<file path="src/rtl/nsr_vec_writer.sv">
// rtl/nsr_vec_writer.sv - serialises a 1/4/16-word vector write into single-word NSR writes
// Optional NSR_VL_ILLEGAL_ERR_EN: VL=11 is rejected with an err pulse instead of acting as 16 words.
module nsr_vec_writer #(
  parameter int XLEN = 32,
  parameter int MAXW = 16
) (
  input  logic                 clk,
  input  logic                 rst_n,
  input  logic                 req_valid,
  output logic                 req_ready,
  input  logic [1:0]           req_vl,
  input  logic [4:0]           req_wa,
  input  logic [XLEN*MAXW-1:0] req_wd,
  output logic                 nsr_we,
  output logic [4:0]           nsr_wa,
  output logic [XLEN-1:0]      nsr_wd,
  output logic                 busy,
  output logic                 done,
  output logic                 err
);

  localparam int IW = $clog2(MAXW);

  typedef enum logic {IDLE, WRITE} state_t;

  state_t                state_q, state_d;
  logic [XLEN*MAXW-1:0]  payload_q, payload_d;
  logic [IW-1:0]         idx_q, idx_d;
  logic [IW-1:0]         last_q, last_d;
  logic                  nsr_we_q, nsr_we_d;
  logic [4:0]            nsr_wa_q, nsr_wa_d;
  logic [XLEN-1:0]       nsr_wd_q, nsr_wd_d;
  logic                  done_q, done_d;

  logic                  accept;
  logic                  req_illegal;
  logic [IW-1:0]         req_last;
  logic [IW-1:0]         idx_inc;

  assign req_ready = (state_q == IDLE);
  assign busy      = (state_q == WRITE);
  assign accept    = req_valid & req_ready;
  assign nsr_we    = nsr_we_q;
  assign nsr_wa    = nsr_wa_q;
  assign nsr_wd    = nsr_wd_q;
  assign done      = done_q;
  assign idx_inc   = idx_q + 1'b1;

  always_comb begin
    req_last = '0;
    case (req_vl)
      2'b00:   req_last = '0;
      2'b01:   req_last = IW'(3);
      default: req_last = IW'(MAXW - 1);
    endcase
  end

`ifdef NSR_VL_ILLEGAL_ERR_EN
  logic err_q, err_d;

  assign req_illegal = (req_vl == 2'b11);
  assign err         = err_q;

  always_comb begin
    err_d = accept & req_illegal;
  end

  always_ff @(posedge clk or negedge rst_n) begin
    if (!rst_n) err_q <= 1'b0;
    else        err_q <= err_d;
  end
`else
  assign req_illegal = 1'b0;
  assign err         = 1'b0;
`endif

  // Word 0 is loaded straight from the request so it appears one cycle after accept.
  always_comb begin
    state_d   = state_q;
    payload_d = payload_q;
    idx_d     = idx_q;
    last_d    = last_q;
    nsr_we_d  = 1'b0;
    nsr_wa_d  = nsr_wa_q;
    nsr_wd_d  = nsr_wd_q;
    done_d    = 1'b0;
    case (state_q)
      IDLE: begin
        if (accept && !req_illegal) begin
          state_d   = WRITE;
          payload_d = req_wd;
          last_d    = req_last;
          idx_d     = '0;
          nsr_we_d  = 1'b1;
          nsr_wa_d  = req_wa;
          nsr_wd_d  = req_wd[XLEN-1:0];
          done_d    = (req_last == '0);
        end
      end
      WRITE: begin
        if (done_q) begin
          state_d = IDLE;
        end else begin
          idx_d    = idx_inc;
          nsr_we_d = 1'b1;
          nsr_wa_d = nsr_wa_q + 5'd1;
          nsr_wd_d = payload_q[XLEN*int'(idx_inc) +: XLEN];
          done_d   = (idx_inc == last_q);
        end
      end
      default: state_d = IDLE;
    endcase
  end

  always_ff @(posedge clk or negedge rst_n) begin
    if (!rst_n) begin
      state_q   <= IDLE;
      payload_q <= '0;
      idx_q     <= '0;
      last_q    <= '0;
      nsr_we_q  <= 1'b0;
      nsr_wa_q  <= '0;
      nsr_wd_q  <= '0;
      done_q    <= 1'b0;
    end else begin
      state_q   <= state_d;
      payload_q <= payload_d;
      idx_q     <= idx_d;
      last_q    <= last_d;
      nsr_we_q  <= nsr_we_d;
      nsr_wa_q  <= nsr_wa_d;
      nsr_wd_q  <= nsr_wd_d;
      done_q    <= done_d;
    end
  end

endmodule

</file>
<file path="config.mk">
export PLATFORM = sky130hd
export DESIGN_NAME = nsr_vec_writer
export DESIGN_NICKNAME = d
export VERILOG_FILES = /design/src/rtl/nsr_vec_writer.sv
export SDC_FILE = /design/constraint.sdc
export NUM_CORES = 1
export LEC_CHECK = 0
export BUFFER_PORTS_ARGS = -buffer_cell sky130_fd_sc_hd__buf_4
export CAP_MARGIN = 20
export CORE_MARGIN = 3
export CORE_UTILIZATION = 40
export CTS_BUF_LIST = sky130_fd_sc_hd__clkbuf_8
export CTS_CLUSTER_DIAMETER = 50
export CTS_CLUSTER_SIZE = 24
export DETAILED_ROUTE_END_ITERATION = 8
export HOLD_SLACK_MARGIN = 0.05
export PLACE_DENSITY = 0.65
export SYNTH_ARGS = -nofsm -noshare
export SYNTH_HDL_FRONTEND = slang
export SYNTH_SLANG_ARGS = --single-unit
export TNS_END_PERCENT = 50
</file>
<file path="constraint.sdc">
create_clock -name clk -period 1.8 [get_ports clk]
set_input_delay 0.36 -clock clk [delete_from_list [all_inputs] [get_ports clk]]
set_output_delay 0.36 -clock clk [all_outputs]
set_load 0.02 [all_outputs]
</file>
==> flow_summary.ini, run 1 <==
[setup_path]
r2r-start = idx_q[0]$_DFFE_PN0P_
endpoint_kind = flop
cpMostUsedCell = buf_12
slowest_stage = dfrtp_4
crit_family = flip-flops
worst_setup_path_start_kind = flop
reg2reg_slack_ps = -300
worst_ep_arrival_time_ps = 2680
path_cells = ha_4 -> buf_12 -> buf_12 -> buf_12 -> mux4_2 -> mux2i_1 -> a22o_1 -> nor2_1
path_buf_inv = 3
path_class = reg2reg
reg2reg_to = nsr_wd[30]$_DFFE_PN0P_
cp_max_fo = 14
startpoint = idx_q[0]$_DFFE_PN0P_
cp_slowest_stage_delay_ps = 520
path_depth = 8
r2r_cells = 8
required_ps = 2380

[sta]
post-route-period-util_pct = 117
fmax_mhz = 476
fin_ws_ps = -301
fin_setup_tns_ps = -7490
rsz0062_at_grt = true
drv_slew = 0
holdWs_ps = 103
hold_viol_final = 0
min_period_ps = 2100
setup_viol = 36
clock_skew_ps = 42.6

[yosys]
async_flop_share_pct = 100
ys_seq_elements = 557
synth.area.mux_share_pct = 15.2
synth_xor_area_share_pct = 0.267
yosysWarnings = 0
synth_compound_area_share_pct = 3.48
synth-simple-area-share_pct = 23.4
synth_fp_nets = 3244
synth-main-ff-cell = dfrtp_1
synth_area_mm2 = 0.0258
synth_cells = 2720
synth_enable_flop_cells = 0
yosys.area_share.adder_pct = 0.0970
ys_seq_area_share_pct = 54.0
synth_top_family_by_area = simple AND/OR/NAND/NOR gates
avgSynthCellArea_um2 = 9.49
ys_types = 34

[die]
io_pins = 564
coreArea_mm2 = 0.0634
dieArea_mm2 = 0.0676
die_height_um = 260
fp.dieW_um = 260
num_rows = 92
start_util_pct = 40.7

[placement]
gp_congestion = 0.908
hpwlAfterDp_um = 73500
place_area_mm2 = 0.0318
port_buffers = 562
dp_slack_ps = -280

[clock_network]
cts_buffer_depth = 3
cts.sinks = 557
cts_tree = built
htree_levels = 2
clk_pin_slew_ps = 110
clock-root-buffer = clkbuf_8
worstSkewPairLatency_ps = 710
cts-buffers-inserted = 56

[global_route]
grt_pass1_vias = 25334
overflow = 0
grt_max_degree = 89
grt_pass1_wl_um = 155000
antenna_found_initial = 8
grt_usage_pct = 30.3

[power_and_ir_drop]
peakVddDrop_uv = 758
power_density_mw_per_mm2 = 1680
power_frac_seq_pct = 35.9
total_power_mw = 64.9
power_leakage_nw = 19.4
intPower_mw = 38.5
pwr-share-clk_pct = 15.3
combinationalPowerShare_pct = 48.9
switching_share_pct = 40.6
switching_power_mw = 26.4

[routing]
wl_per_cell_um = 22.0
drtAntennaViolNets = 0
vias = 24803
drc = 0
via_per_inst = 5.25
finalWirelength_um = 104000
drt-initial-drc-count = 2395
first_pass_iters = 5

[final_layout]
drive_above_1_share_pct = 25.6
fin_area_mm2 = 0.0388
nNetsFinal = 4342
syn2layout_area_growth_pct = 50.3

[min_path]
worst_hold_path_type = in2async

[status]
violations = negative setup slack
outcome = finished with violations

[flow_run]
maxCapViolations = 0
## cell usage after synthesis (2+ instances only)
cell | n | area (um^2)
buf_2 | 97 | 485
mux2i_1 | 68 | 681
a22o_1 | 32 | 280
a21oi_1 | 67 | 335
buf_6 | 10 | 113
nand2_1 | 1550 | 5820
o21ai_0 | 4 | 20.0
xnor2_1 | 4 | 35.0
ha_1 | 2 | 25.0
nand3_1 | 2 | 10.0
inv_1 | 3 | 11.3
dfrtp_1 | 557 | 13900
xor2_1 | 2 | 17.5
nor2_1 | 35 | 131
mux4_2 | 128 | 2880
o22ai_1 | 35 | 219
clkbuf_1 | 64 | 240
buf_1 | 5 | 18.8
nor2b_1 | 4 | 25.0
mux2_2 | 32 | 360
buf_4 | 6 | 45.0
## flip-flops by register name, summed over array words and instances, names as in the netlist
| name | flops |
|---|---|
| done | 1 |
| idx_q | 4 |
| nsr_we | 1 |
| payload_q | 512 |
| nsr_wa | 5 |
| last_q | 2 |
| nsr_wd | 32 |
## placed cells by master (no fill, tap or decap), types with 5 or more instances in the layout
master and n:
mux2_2 32, bufinv_16 6, buf_4 641, diode_2 13
clkbuf_8 57, nor2_1 35, clkinv_8 11, buf_12 48
inv_6 9, dlygate4sd3_1 521, nand2_1 1547, inv_12 5
dfrtp_1 552, clkinvlp_4 7, o22ai_1 35, mux2i_2 6
mux2i_1 61, mux4_2 128, a21oi_1 67, a22o_1 32
## power groups by stage
stage	logic, mW	registers (mW)	clock network [mW]
after floorplan	18.9	21.6	0
after global placement	28.3	23.5	0
after detailed placement	29.1	23.2	0
after CTS	31.0	23.1	10.1
after global routing	34.4	23.7	10.5
final	31.7	23.3	9.91
## timing repair
item / 4_1_cts / 5_1_grt
setup buffers: 5 / 2
hold endpoints to repair: 1071 / 0
pin swaps: 0 / 6
resized for setup: 15 / 9
hold buffers: 521 / 0
cloned: 2 / 2
endpoints found under the setup margin: 38 / 38
## worst max-delay path by stage
stage,endpoint,slack (ps)
CTS,nsr_wd[10]$_DFFE_PN0P_,-260
global placement,nsr_wd[10]$_DFFE_PN0P_,-250
detailed placement,nsr_wd[16]$_DFFE_PN0P_,-280
floorplan,nsr_wd[10]$_DFFE_PN0P_,20
finish,nsr_wd[30]$_DFFE_PN0P_,-300
global route,nsr_wd[13]$_DFFE_PN0P_,-340
## worst reg2reg max path, cell delays in order (launching register included)
cell,delay [ps]
dfrtp_4,520
ha_4,320
buf_12,160
buf_12,170
buf_12,120
mux4_2,280
mux2i_1,210
a22o_1,190
nor2_1,50
## kinds of logic (layout without fill, tap and decap cells)
logic type      Yosys count  in the layout
xor+xnor                  7              7
mux                     228            228
flops                   557            557
fa+ha+maj                 2              2
compound gates          143            143
other cells               1             14
simple gates           1597           1597
buf+inv                 185           1331
## stage by stage
| stage | utilization [%] | std cells |
|---|---|---|
| 2_1_floorplan | - | 2720 |
| 3_3_place_gp | 50.1 | 4074 |
| 3_5_place_dp | 50.1 | 4074 |
| 4_1_cts | 60.9 | 4708 |
| 5_1_grt | 61.1 | 4718 |
| 6_report | 61.1 | 4725 |
## layout make-up
type                       count  area, um^2
fill                        4988       24700
sequential                   557       13900
timing repair buffer        1222       11200
multi-input combinational   1978       11000
tap                          846        1060
clock buffer                  57         785
clock inverter                49         664
antenna                       13        32.5
inverter                       3        13.8
## metal layers
metal	global-route usage, %	vias up	wire length, um
met5	0	-	22
met4	16.2	4	6270
li1	-	11041	-
met3	6.05	316	8820
met1	39.7	12134	41200
met2	47.5	1308	47700
Power figures use the tool's default switching activity.
==> inputs of run 2 (changes only) <==
--- a/config.mk
+++ b/config.mk
@@ -7,6 +7,7 @@
 export LEC_CHECK = 0
 export BUFFER_PORTS_ARGS = -buffer_cell sky130_fd_sc_hd__buf_4
 export CAP_MARGIN = 20
+export CORE_ASPECT_RATIO = 1.2
 export CORE_MARGIN = 3
 export CORE_UTILIZATION = 40
 export CTS_BUF_LIST = sky130_fd_sc_hd__clkbuf_8
==> run 2 against run 1 <==
  * Largest power group unchanged
  * Maximum frequency shrank 1.8%
  * Via count grew 1.5%
  * Clock-buffer cell count down 4
  * Sequential power hardly changed
  * Critical path type unchanged
  * Global-route usage up 0.24 points
  * Utilization up 0.96 points
  * First-iteration DRC count shrank 2.9%
  * Design area increased by 1.8%
  * Critical path depth stayed put
  * Critical endpoint is now nsr_wd[12]$_DFFE_PN0P_
  * Routed wire length rose by 4.3%
  * The flow still finishes with violations (negative setup slack)
  * Non-clock buffer count increased by 43
==> flow_summary.ini, run 2 (synthesized netlist as in run 1, its figures left out) <==
[status]
outcome = finished with violations
violations = negative setup slack

[power_and_ir_drop]
switching_power_mw = 26.9
power_density_mw_per_mm2 = 1680
pwr-share-clk_pct = 13.4
power_leakage_nw = 19.8
combinationalPowerShare_pct = 51.5
switching_share_pct = 40.7
intPower_mw = 39.2
power_frac_seq_pct = 35.1
peakVddDrop_uv = 933

[final_layout]
syn2layout_area_growth_pct = 53.0
mostFrequentLayoutCells = 1522 x nand2_1, 640 x buf_4, 554 x dfrtp_1
nNetsFinal = 4377
nFillCells = 4920
largest_reg_flops = 512
top_register = payload_q
drive_above_1_share_pct = 26.8
fin_area_mm2 = 0.0395
mostFrequentLayoutCell = nand2_1

[sta]
fin_ws_ps = -340
fmax_mhz = 467
drv_slew = 0
fin_setup_tns_ps = -7270
clock_skew_ps = 38.1
hold_viol_final = 0
min_period_ps = 2140
post-route-period-util_pct = 119
setup_viol = 40
rsz0062_at_grt = true

[die]
start_util_pct = 40.6
dieArea_mm2 = 0.0676
fp.dieW_um = 238
num_rows = 101
die_height_um = 284
io_pins = 564
coreArea_mm2 = 0.0636

[global_route]
grt_usage_pct = 30.5
grt_pass1_wl_um = 156000
grt_max_degree = 111
antenna_found_initial = 12
overflow = 0
grt_pass1_vias = 25590

[setup_path]
reg2reg_to = nsr_wd[12]$_DFFE_PN0P_
path_cells = ha_4 -> buf_6 -> buf_6 -> buf_16 -> mux4_2 -> mux2i_2 -> a22o_1 -> nor2_1
slowest_stage = dfrtp_4
cpMostUsedCell = buf_6
worst_setup_path_start_kind = flop
r2r_cells = 8
endpoint_kind = flop
path_class = reg2reg
reg2reg_slack_ps = -340
cp_slowest_stage_delay_ps = 520
required_ps = 2380
r2r-start = idx_q[0]$_DFFE_PN0P_
cp_max_fo = 8
worst_ep_arrival_time_ps = 2720

[routing]
finalWirelength_um = 109000
drtAntennaViolNets = 0
drc = 0
highest_layer = met5
wl_met2_um = 51000
wl_per_cell_um = 22.9
met1_length_um = 41100
wl_met3_um = 8210
first_pass_iters = 6
vias = 25182
drt-initial-drc-count = 2326
via_per_inst = 5.32

[clock_network]
cts.sinks = 557
cts_buffer_depth = 3
cts_tree = built
cts-buffers-inserted = 48
clk_pin_slew_ps = 110
clock-root-buffer = clkbuf_8
worstSkewPairLatency_ps = 700
htree_levels = 2

[placement]
place_area_mm2 = 0.0319
hpwlAfterDp_um = 72000
port_buffers = 562
gp_congestion = 0.926

[min_path]
holdPathStages = 3
hp-start = req_valid
worst_hold_path_type = in2reg
hold_end = nsr_wa[4]$_DFFE_PN0P_

[flow_run]
maxCapViolations = 0
-- run 2: cell count changes in the layout (fill, tap and decap cells not counted), moves of 3 or more --
| cell | before | now |
|---|---|---|
| buf_6 | 3 | 17 |
| diode_2 | 13 | 16 |
| buf_8 | 3 | 10 |
| clkbuf_8 | 57 | 53 |
| clkbuf_16 | 2 | 14 |
| nand2_2 | 2 | 27 |
| inv_12 | 5 | 1 |
| bufinv_16 | 6 | 3 |
| nand2_1 | 1547 | 1522 |
| clkinvlp_4 | 7 | 2 |
| mux2i_1 | 61 | 57 |
| buf_16 | 4 | 12 |
-- run 2: final cells by class --
| class | instances | area (um^2) | share of cell area, % |
|---|---|---|---|
| Clock inverter | 36 | 477 | 1.21 |
| Sequential cell | 557 | 13900 | 35.3 |
| Multi-Input combinational cell | 1978 | 11100 | 28.2 |
| Clock buffer | 53 | 729 | 1.85 |
| Timing Repair Buffer | 1265 | 12100 | 30.6 |
| Inverter | 3 | 13.8 | 0.0349 |
| Tap cell | 824 | 1030 | 2.61 |
| Antenna cell | 16 | 40.0 | 0.101 |
-- run 2: routing by layer --
layer | vias to the layer above | global-route usage, %
met2 | 1395 | 48.4
met5 | - | 0
met1 | 12268 | 38.5
met3 | 412 | 5.74
met4 | 4 | 19.8
li1 | 11103 | -
-- run 2: per-stage QoR --
stage / instances / worst slack, ps / power, mW / hold WS [ps] / util [%]
floorplan: 2720 / 16.1 / 40.5 / 64.4 / -
global placement: 4055 / -314 / 51.7 / 270 / 50.1
detailed placement: 4055 / -351 / 52.3 / 268 / 50.1
CTS: 4687 / -256 / 64.3 / 80.8 / 61.0
global route: 4725 / -346 / 69.5 / 126 / 62.1
finish: 4732 / -340 / 66.1 / 121 / 62.1
-- run 2: power by group through the flow --
stage	clock (mW)	combinational (mW)	sequential (mW)
after floorplan	0	18.9	21.6
after global placement	0	28.3	23.3
after detailed placement	0	29.1	23.2
after CTS	8.97	32.4	23.0
after global routing	9.40	36.5	23.6
final	8.84	34.1	23.2
-- run 2: repair_timing --
| item | 4_1_cts | 5_1_grt |
|---|---|---|
| endpoints found under the setup margin | 37 | 376 |
| pin swaps | 10 | 5 |
| hold buffers | 521 | 0 |
| hold endpoints to repair | 818 | 0 |
| resized for setup | 45 | 57 |
| cloned | 9 | 15 |
| buffers inserted | 13 | 16 |
-- run 2: worst max path at each step --
stage                                     from                endpoint  slack, ps  cells after the start
after floorplan           idx_q[1]$_DFFE_PN0P_  nsr_wd[10]$_DFFE_PN0P_         20                      8
after global placement    idx_q[0]$_DFFE_PN0P_  nsr_wd[18]$_DFFE_PN0P_       -310                      7
after detailed placement  idx_q[0]$_DFFE_PN0P_  nsr_wd[18]$_DFFE_PN0P_       -350                      7
after CTS                 idx_q[0]$_DFFE_PN0P_  nsr_wd[18]$_DFFE_PN0P_       -260                      8
after global routing      idx_q[0]$_DFFE_PN0P_  nsr_wd[12]$_DFFE_PN0P_       -350                      8
final                     idx_q[0]$_DFFE_PN0P_  nsr_wd[12]$_DFFE_PN0P_       -340                      8
-- run 2: critical path, delay by kind of cell, from the launching register on --
family          cells  cell delay (ps)
compound gates      1              180
simple gates        1               40
flops               1              520
mux                 2              560
fa+ha+maj           1              320
buf+inv             3              400
==> inputs of run 3 (changes only) <==
--- a/config.mk
+++ b/config.mk
@@ -16,6 +16,7 @@
 export DETAILED_ROUTE_END_ITERATION = 8
 export HOLD_SLACK_MARGIN = 0.05
 export PLACE_DENSITY = 0.65
+export SETUP_SLACK_MARGIN = 0.3
 export SYNTH_ARGS = -nofsm -noshare
 export SYNTH_HDL_FRONTEND = slang
 export SYNTH_SLANG_ARGS = --single-unit
==> run 3 against run 2 <==
  * The flow still finishes with violations (negative setup slack)
  * Setup slack about the same
  * Clock-buffer cell count fell by 1
  * Cell count up 1.9%
  * Highest routed layer unchanged
  * Maximum frequency about the same
  * Clock power grew 3.4%
  * Sequential share of layout area is 2.3 points lower
  * Routed wire length increased by 12%
  * Global-route usage grew 1.9 points
  * Largest power group unchanged
  * Non-clock buffer count increased by 84
  * Sequential power about the same
==> flow_summary.ini, run 3 (synthesized netlist as in run 1, its figures left out) <==
[status]
outcome = finished with violations
violations = negative setup slack

[setup_path]
path_class = reg2reg
worst_setup_path_start_kind = flop
worst_ep_arrival_time_ps = 2730
r2r-start = idx_q[0]$_DFFE_PN0P_
cp_max_fo = 7
endpoint_kind = flop
required_ps = 2390
startpoint = idx_q[0]$_DFFE_PN0P_

[power_and_ir_drop]
peakVddDrop_uv = 826
power_density_mw_per_mm2 = 1680
combinationalPowerShare_pct = 54.3
switching_share_pct = 41.1
pwr-share-clk_pct = 12.9
power_leakage_nw = 21.3
power_frac_seq_pct = 32.8
switching_power_mw = 29.2
intPower_mw = 41.9

[routing]
vias = 26870
drtAntennaViolNets = 0
via_per_inst = 5.57
drt-initial-drc-count = 2825
finalWirelength_um = 122000
first_pass_iters = 6
wl_per_cell_um = 25.3
drc = 0

[final_layout]
mostFrequentLayoutCells = 1290 x nand2_1, 641 x buf_4, 546 x dfrtp_1
multi_input_area_mm2 = 0.0124
mostFrequentLayoutCell = nand2_1
final_util_pct = 66.5
largest_reg_flops = 512
fin_area_mm2 = 0.0423
regArea_mm2 = 0.0140
nNetsFinal = 4463
nFillCells = 4388
drive_above_1_share_pct = 34.4
syn2layout_area_growth_pct = 63.9
top_register = payload_q

[clock_network]
cts_buffer_depth = 3
clk_pin_slew_ps = 140
clock-root-buffer = clkbuf_8
cts.sinks = 557
worstSkewPairLatency_ps = 740
cts_tree = built
htree_levels = 2
cts-buffers-inserted = 50

[global_route]
overflow = 0
grt_pass1_vias = 26720
grt_usage_pct = 32.5
antenna_found_initial = 14
grt_max_degree = 103
grt_pass1_wl_um = 165000

[die]
io_pins = 564
fp.dieW_um = 238
die_height_um = 284
coreArea_mm2 = 0.0636
num_rows = 101
dieArea_mm2 = 0.0676
start_util_pct = 40.6

[sta]
drv_slew = 0
min_period_ps = 2140
setup_viol = 36
rsz0062_at_grt = true
clock_skew_ps = 84.7
fin_ws_ps = -341
fmax_mhz = 467
holdWs_ps = 87.4
hold_viol_final = 0
post-route-period-util_pct = 119

[min_path]
worst_hold_path_type = in2async

[placement]
port_buffers = 562
gp_congestion = 0.949
hpwlAfterDp_um = 73300
place_area_mm2 = 0.0317
dp_slack_ps = -322

[flow_run]
maxCapViolations = 0
==> run 3: changes by cell type in the layout (fill, tap and decap cells not counted), sizes merged <==
cell / previous run / this run
clkbuf: 67 / 80
clkinv: 16 / 14
buf: 728 / 801
bufbuf: 2 / 0
inv: 18 / 21
dlygate4sd3: 521 / 520
clkinvlp: 2 / 4
bufinv: 3 / 4
diode: 16 / 17
==> run 3: timing repair <==
item | CTS | global route
setup buffers | 52 | 33
hold endpoints to repair | 888 | 0
gates resized for setup | 387 | 165
gates cloned | 13 | 43
hold buffers | 520 | 0
endpoints found under the setup margin | 192 | 562
pin swaps | 60 | 53
==> run 3: power by group through the flow <==
stage | clock, mW | sequential (mW) | combinational, mW
3_3_place_gp | 0 | 23.5 | 28.3
3_5_place_dp | 0 | 23.3 | 29.1
5_1_grt | 9.68 | 23.6 | 41.1
6_report | 9.14 | 23.4 | 38.6
4_1_cts | 9.16 | 23.0 | 34.7
2_1_floorplan | 0 | 21.6 | 18.9
==> run 3: path summary, 6_finish.rpt <==
check / endpoint / slack, ps / cells after the start
max reg2reg: nsr_wd[22]$_DFFE_PN0P_ / -340 / 8
min in group clk: idx_q[1]$_DFFE_PN0P_ / 140 / 3
max: nsr_wd[22]$_DFFE_PN0P_ / -340 / 8
min: payload_q[329]$_DFFE_PN0P_ / 90 / 2
max in group asynchronous: payload_q[395]$_DFFE_PN0P_ / 820 / 4
min reg2reg: payload_q[205]$_DFFE_PN0P_ / 480 / 2
==> run 3: cell type report <==
cell class / count / share of cell area (%)
diodes: 17 / 0.101
clock buffers: 52 / 1.69
clock inverters: 40 / 1.26
inverters: 3 / 0.0326
multi-input cells: 1978 / 29.3
flip-flops and latches: 557 / 33.0
well taps: 824 / 2.44
repair buffers: 1349 / 32.2
==> run 3: per-layer routing <==
layer / track usage, % / part of all wire, % / vias up
met3: 7.43 / 9.3 / 597
met2: 51.6 / 47 / 1916
met5: 0 / 0.0074 / -
met4: 22.1 / 8.5 / 2
met1: 39.4 / 35 / 13057
li1: - / - / 11298
==> run 3: through the flow <==
stage          cells  TNS, ps  total power, mW
2_1_floorplan   2720        0             40.5
3_3_place_gp    4050    -6160             51.8
3_5_place_dp    4050    -7490             52.4
4_1_cts         4727    -8800             66.8
5_1_grt         4813   -12310             74.4
6_report        4820    -9830             71.1
==> run 3: worst max-delay path: stages, from the launching register on <==
cell and delay (ps):
dfrtp_4 540, ha_4 310, buf_12 140, buf_12 130, buf_16 120, mux4_2 310
mux2i_2 220, a22o_1 170, nor2_1 50
